[src/rtl/bp_pkg.sv]
// Shared types and defaults for the branch predictor.
//   INDEX_W_DEF / TAG_W_DEF : default BTB geometry (32 entries, 25-bit tags)
//   TAG_STORE_W             : stored tag field width, wide enough for any INDEX_W
//   ctr_e                   : 2-bit saturating direction counter states
//   entry_t                 : one BTB entry (valid, tag, target, counter)
package bp_pkg;

   localparam int INDEX_W_DEF = 5;
   localparam int TAG_W_DEF   = 32 - INDEX_W_DEF - 2;

   // The entry struct cannot follow a per-instance TAG_W, so tags are kept
   // zero-extended in a field sized for the widest possible tag (INDEX_W=0).
   localparam int TAG_STORE_W = 30;

   typedef enum logic [1:0] {
      SNT = 2'b00,
      WNT = 2'b01,
      WT  = 2'b10,
      ST  = 2'b11
   } ctr_e;

   typedef struct packed {
      logic                   valid;
      logic [TAG_STORE_W-1:0] tag;
      logic [31:0]            target;
      ctr_e                   ctr;
   } entry_t;

endpackage

[src/rtl/sat_counter2.sv]
// Two-bit saturating up/down counter, next-state only (no storage).
//   ctr  : current counter state
//   up   : 1 = count toward strongly taken, 0 = toward strongly not-taken
//   next : saturated next state
module sat_counter2
   import bp_pkg::*;
(
   input  ctr_e ctr,
   input  logic up,
   output ctr_e next
);

   always_comb begin
      next = ctr;
      unique case (ctr)
         SNT: next = up ? WNT : SNT;
         WNT: next = up ? WT  : SNT;
         WT:  next = up ? ST  : WNT;
         ST:  next = up ? ST  : WT;
         default: next = ctr;
      endcase
   end

endmodule

[src/rtl/branch_predictor.sv]
// Direct-mapped BTB with 2-bit direction counters, mispredict detection and
// statistics counters.
//   i_clk, i_reset            : rising-edge clock, async active-high reset
//   i_pc                      : fetch PC looked up combinationally
//   o_pred_taken, o_pred_pc   : prediction for i_pc
//   i_upd_*                   : resolved branch from EX (pc, outcome, target,
//                               and the prediction that was issued for it)
//   o_mispredict, o_redirect_pc : combinational resolve result
//   o_br_count, o_miss_count  : saturating counts of updates / mispredicts
module branch_predictor
   import bp_pkg::*;
#(
   parameter int INDEX_W = INDEX_W_DEF,
   parameter int TAG_W   = 32 - INDEX_W - 2
)(
   input  logic        i_clk,
   input  logic        i_reset,
   input  logic [31:0] i_pc,
   output logic        o_pred_taken,
   output logic [31:0] o_pred_pc,
   input  logic        i_upd_valid,
   input  logic [31:0] i_upd_pc,
   input  logic        i_upd_taken,
   input  logic [31:0] i_upd_target,
   input  logic        i_upd_pred_taken,
   input  logic [31:0] i_upd_pred_pc,
   output logic        o_mispredict,
   output logic [31:0] o_redirect_pc,
   output logic [31:0] o_br_count,
   output logic [31:0] o_miss_count
);

   localparam int ENTRIES = 1 << INDEX_W;

   entry_t             table_q [ENTRIES];

   logic [INDEX_W-1:0] look_idx;
   logic [TAG_W-1:0]   look_tag;
   entry_t             look_entry;
   logic               look_hit;

   logic [INDEX_W-1:0] upd_idx;
   logic [TAG_W-1:0]   upd_tag;
   entry_t             upd_entry;
   logic               upd_hit;
   ctr_e               ctr_next;

   // Fetch-side lookup reads the registered table directly, so a same-cycle
   // update is only visible from the following cycle.
   assign look_idx   = i_pc[INDEX_W+1:2];
   assign look_tag   = i_pc[31:INDEX_W+2];
   assign look_entry = table_q[look_idx];
   assign look_hit   = look_entry.valid && (look_entry.tag == TAG_STORE_W'(look_tag));

   assign o_pred_taken = look_hit && look_entry.ctr[1];
   assign o_pred_pc    = o_pred_taken ? look_entry.target : i_pc + 32'd4;

   // Resolve: a wrong direction always mispredicts; a correct taken
   // prediction still mispredicts if it pointed at the wrong target.
   assign o_mispredict  = i_upd_valid &&
                          ((i_upd_taken != i_upd_pred_taken) ||
                           (i_upd_taken && (i_upd_target != i_upd_pred_pc)));
   assign o_redirect_pc = i_upd_taken ? i_upd_target : i_upd_pc + 32'd4;

   assign upd_idx   = i_upd_pc[INDEX_W+1:2];
   assign upd_tag   = i_upd_pc[31:INDEX_W+2];
   assign upd_entry = table_q[upd_idx];
   assign upd_hit   = upd_entry.valid && (upd_entry.tag == TAG_STORE_W'(upd_tag));

   sat_counter2 u_ctr (
      .ctr  (upd_entry.ctr),
      .up   (i_upd_taken),
      .next (ctr_next)
   );

   // Table write: hits train the counter (and refresh the target on taken);
   // misses allocate only for taken branches, starting weakly taken.
   always_ff @(posedge i_clk or posedge i_reset) begin
      if (i_reset) begin
         for (int i = 0; i < ENTRIES; i++) begin
            table_q[i] <= '{valid: 1'b0, tag: '0, target: '0, ctr: WNT};
         end
      end else if (i_upd_valid) begin
         if (upd_hit) begin
            table_q[upd_idx].ctr <= ctr_next;
            if (i_upd_taken) begin
               table_q[upd_idx].target <= i_upd_target;
            end
         end else if (i_upd_taken) begin
            table_q[upd_idx] <= '{valid:  1'b1,
                                  tag:    TAG_STORE_W'(upd_tag),
                                  target: i_upd_target,
                                  ctr:    WT};
         end
      end
   end

   // Statistics counters stick at all-ones instead of wrapping.
   always_ff @(posedge i_clk or posedge i_reset) begin
      if (i_reset) begin
         o_br_count   <= '0;
         o_miss_count <= '0;
      end else begin
         if (i_upd_valid && (o_br_count != '1)) begin
            o_br_count <= o_br_count + 32'd1;
         end
         if (o_mispredict && (o_miss_count != '1)) begin
            o_miss_count <= o_miss_count + 32'd1;
         end
      end
   end

endmodule

[config.mk]
export PLATFORM = sky130hd
export DESIGN_NAME = branch_predictor
export DESIGN_NICKNAME = d
export VERILOG_FILES = /design/src/rtl/bp_pkg.sv /design/src/rtl/sat_counter2.sv /design/src/rtl/branch_predictor.sv
export SDC_FILE = /design/constraint.sdc
export NUM_CORES = 2
export LEC_CHECK = 0
export BUFFER_PORTS_ARGS = -buffer_cell sky130_fd_sc_hd__buf_2
export CAP_MARGIN = 25
export CORE_AREA = 3 3 476 478
export DETAILED_ROUTE_END_ITERATION = 10
export DIE_AREA = 0 0 479 481
export GPL_TIMING_DRIVEN = 1
export PLACE_DENSITY_LB_ADDON = 0.12
export SETUP_SLACK_MARGIN = 0.15
export SYNTH_ARGS = -nofsm -noshare
export SYNTH_HDL_FRONTEND = slang
export SYNTH_SLANG_ARGS = --single-unit
export TNS_END_PERCENT = 100
[constraint.sdc]
create_clock -name i_clk -period 150.1 [get_ports i_clk]
set_input_delay 30.02 -clock i_clk [delete_from_list [all_inputs] [get_ports i_clk]]
set_output_delay 30.02 -clock i_clk [all_outputs]
set_load 0.01 [all_outputs]
== Word-level counts from Yosys, hierarchy flattened ==
Cells that the tools add are included.
Cells by class
  muxes and demuxes: 25
  bitwise operators: 2
  add/sub/neg operators: 4
  $lt $le $gt $ge: 3
  shift-type cells: 0
  multiply operators: 0
  reduce and logical (&&, ||, !) cells: 12
  equality and inequality tests: 9
  div/mod/pow operators: 0
Operators with widths (count)
  bitwise mux 2080 bit: 3
  two-way mux 2080 bit: 3
  demux 65 bit (select 5 bit): 3
  binary-select mux 65 bit (select 5 bit): 2
  two-way mux 65 bit: 5
  adder 32 x 1 -> 32 bit (second input constant): 2
  adder 32 x 3 -> 32 bit (second input constant): 2
  two-way mux 32 bit: 2
  inequality test 32 bit (second input constant): 2
  equality test 30 x 25 -> 1 bit: 2
  two-way mux 34 bit: 1
  inequality test 32 bit: 1
  greater-or-equal comparator 6 bit (second input constant): 2
  inverter 5 -> 6 bit: 2
  logical AND 1 bit: 8
  case mux 2 bit (4 select lines): 1
  less-than comparator 6 x 1 -> 1 bit (second input constant): 1
  two-way mux 2 bit: 3
  equality test 2 bit (second input constant): 2
  equality test 2 x 1 -> 1 bit (second input constant): 1
  logical NOT 2 bit: 1
  two-way mux 1 bit: 2
  AND reduction 2 bit: 1
  nonzero test 2 bit: 1
  2 further kinds: 2
Word-level totals
  word-level logic and storage cells: 185
  memory bits (read-only): 0
  latch bits: 0
  output and inout port bits: 130
  register bits: 2144
  bits in writable memories: 0
  memories kept: 0
  bits of input ports: 133

== Depth between registers and ports, before layout ==
  word-level depth: 10
  mapped depth: 19
  mapped depth without buffers: 10

== Modules after synthesis ==
Synthesis repeated with hierarchy kept, for this count alone.
Unflattened totals
  cells, all modules: 6904
  area, all modules: 101268.4 um2
By module, submodules not included
  branch_predictor: cells each 6901, times used 1, seq. area each 49687.7 um2, area each 101242.1 um2
  sat_counter2: cells each 3, times used 1, seq. area each 0.0 um2, area each 26.3 um2

== Worst setup path before layout ==
Ideal clock, no wire load.
  path type: input-to-output
  from: input port i_pc[2]
  to: output port o_pred_pc[3]
  path buffers: 8
  cell stages on the path: 12
  path slack: 86.682 ns
  data arrival time: 33.398 ns
  cells stage by stage: buf_4 > buf_4 > buf_2 > buf_4 > buf_2 > buf_4 > buf_2 > buf_1 > mux4_2 > mux4_2 > mux2_2 > mux2_1
On the way
  word-level cells in the longest chain between the ends: 8
RTL lines
  from (decl): line branch_predictor.sv:18  | input logic [31:0] i_pc,
  inverter 5 -> 6 bit (not written as such): line branch_predictor.sv:52  | assign look_entry = table_q[look_idx];
  binary-select mux 65 bit (select 5 bit): line branch_predictor.sv:52
  two-way mux 65 bit (not written as such) (2 in series): line branch_predictor.sv:52
  equality test 30 x 25 -> 1 bit: line branch_predictor.sv:53  | assign look_hit = look_entry.valid && (look_entry.tag == TAG_STORE_W'(look_tag));
  logical AND 1 bit: line branch_predictor.sv:53
  logical AND 1 bit: line branch_predictor.sv:55  | assign o_pred_taken = look_hit && look_entry.ctr[1];
  two-way mux 32 bit *: line branch_predictor.sv:56  | assign o_pred_pc = o_pred_taken ? look_entry.target : i_pc + 32'd4;
  to (decl): line branch_predictor.sv:20  | output logic [31:0] o_pred_pc,
Every way passes the cells marked *; elsewhere a longest branch is shown, timed or not. The select of a mux whose other input is x is not followed.

== Final worst setup path ==
  from: input port i_pc[3]
  to: output port o_pred_pc[31]
The elaborated chain is that of the path after synthesis.

==> impl_metrics.ini <==
[sta]
hold_slack_ns = 0.484
max_freq_mhz = 15.0
finalCritPeriodShare = 0.443
tns_ns = 0
tightest_slew_ns = 1.13
rsz0062_at_grt = no
final.min_clock_period_ns = 66.55
clock_skew_ns = 0.0542
maxSlewViolCount = 0
setup_ws_ns = 83.55
slew_headroom = 0.242
hold_viol = 0
setup_violations = 0

[critical_path]
slowest_delay_ns = 0.87
start_kind = primary input
crit_path_cell_trace = buf_8 -> buf_4 -> buf_4 -> buf_4 -> nand3_1 -> nor2_1 -> nand4_1 -> nor2_1 -> nand3_1 -> nor2_1 -> nand3_1 -> xor2_1 -> mux2i_1 -> buf_2
r2r_cells = 11
cp_max_fo = 100
critPathArrivalTime_ns = 36.53
critPathKind = primary input to output pin
endpoint_kind = output pin
cpMaxStageDelayCell = buf_4
cp.required_ns = 120.08

[drt]
drt_iter0_drc = 5497
vias = 62300
routed_wirelength_um = 339000
ant_nets = 0
routed_via_density = 6.28
avgRoutedWirePerCell_um = 34.2
drc = 0
drtPass1Iterations = 6

[floorplanning]
core-area_um2 = 222000
fp.dieW_um = 479
io_pins = 263
die-area_um2 = 230000
rows = 173
start_util = 0.450
dieHeight_um = 481

[synth]
netlist_top_cells_area = dfrtp_1, mux2_2, mux4_2
ys_seq_area_frac = 0.496
ys_seq_elements = 1984
syn_inst = 6719
async_reset_ff_frac = 1.00
avgSynthCellArea_um2 = 14.9
mappedNetlistArea_um2 = 100000
ys_types = 71
yosysTopAreaCell = dfrtp_1
yosysWarningCount = 0
yosys.area.top_type_share = 0.488
yosys-top-cells-count = dfrtp_1, mux2_2, mux4_2
synthFlopType = dfrtp_1
yosysMostFrequentCell = dfrtp_1
syn_nets = 6859
synth_edf_count = 0

[hold_path]
hold_depth = 1
min_path_type = flop to flop

[grt]
grt_overflow = 0
grt_use_total = 0.295
antenna_found_initial = 17
grt_max_degree = 183
grt_pass1_wl_um = 488000
grt_pass1_vias = 64400

[layout]
synthToLayoutAreaGrowth_pct = 11.7
stdcell_count = 9921
layout.nets = 6886
stdcell_area_um2 = 112000
final_core_util = 0.503
drive_above_1_share = 0.512

[run_status]
status = completed

[pwr]
p_leak_nw = 50.0
irDropWorstVdd_mv = 0.0109
power_density_nw_per_um2 = 12.8
p_total_mw = 1.43

[cts]
htreeDepth = 4
cts_tree = yes
ctsResizeCount = 0
cts_max_path_buffers = 3
clk_latency_ns = 0.88
cts_root_buffer = clkbuf_16
ctsHoldBuffers = 0
clk_pin_slew_worst_paths_ns = 0.05
post-cts-setup-buffers = 0
cts.sinks = 1984
numCtsBuffers = 221

[placement]
port_buffers = 262
pre_cts_slack_ns = 83.66
dpl_cell_area_um2 = 104000
place_congestion = 0.869
dp_hpwl_um = 197000
dp.cells = 9489

[flow_run]
cap_violations = 0
worst max-delay path: cells and delay by family:
kind,cells,cell delay [ns]
buf+inv,5,3.37
simple gates,7,2.55
xor+xnor,1,0.30
mux,1,0.15
flip-flops by register name (all words and copies together) (netlist names):
signal,flops
o_br_count,32
o_miss_count,32
table_q,1920
per-layer routing:
metal	global-route usage	part of all wire	wire length, µm	vias to the layer above
met4	0.152	0.058	19600	4
met5	0	0.000080	27	-
li1	-	-	-	25400
met2	0.474	0.48	162000	2052
met1	0.387	0.41	138000	34200
met3	0.0488	0.056	19100	614
cell type report:
type	count	area, µm²
flip-flops and latches	1984	49700
repair buffers	457	3060
inverters	15	71.3
clock inverters	85	1110
well taps	2975	3720
multi-input cells	4067	47600
fillers	19000	110000
diodes	8	20.0
clock buffers	330	6600
placed cells by master, fill, tap and decap left out, types with 67 or more instances in the layout:
cell       synthesis  final
buf_4             37    180
mux2i_1          166    166
a22oi_1           82     82
xnor2_1           96     96
buf_2            141    253
mux4_2           719    719
xor2_1            84     84
nand3_1          163    161
clkbuf_16          0    221
nor2_1           112     84
o21ai_0           85     85
mux2_2          1779   1779
dfrtp_1         1952   1952
nand2_1          191    185
clkbuf_8           0     67
power breakdown:
part | total [mW] | switching [mW] | leakage [nW] | internal (mW)
clock network | 0.570 | 0.234 | 3.81 | 0.335
registers | 0.647 | 0.0430 | 26.3 | 0.604
logic | 0.214 | 0.0982 | 19.9 | 0.116
kinds of logic (layout without fill, tap and decap cells):
group | Yosys count | in the layout | share of synthesized area
adders and majority gates | 9 | 9 | 0.00107
and+or+nand+nor | 776 | 776 | 0.0435
xor gates and xnor gates | 180 | 180 | 0.0157
muxes | 2745 | 2745 | 0.388
AOI/OAI and AO/OA | 357 | 357 | 0.0241
DFF | 1984 | 1984 | 0.496
buffers and inverters | 668 | 887 | 0.0312
other | 0 | 8 | 0
worst paths after layout:
path / startpoint / endpoint / slack [ns]
max in group asynchronous: i_reset / table_q[1372]$_DFFE_PP0P_ / 116.40
worst min register to register: o_miss_count[7]$_DFFE_PP0P_ / o_miss_count[7]$_DFFE_PP0P_ / 0.48
worst max-delay path: i_pc[3] / o_pred_pc[31] / 83.55
worst min-delay path: o_miss_count[7]$_DFFE_PP0P_ / o_miss_count[7]$_DFFE_PP0P_ / 0.48
min in group asynchronous: i_reset / o_br_count[29]$_DFFE_PP0P_ / 29.28
worst max register to register: table_q[1218]$_DFFE_PP0P_ / table_q[754]$_DFFE_PP0P_ / 144.14
No activity file was read; power rests on OpenSTA's default activity.
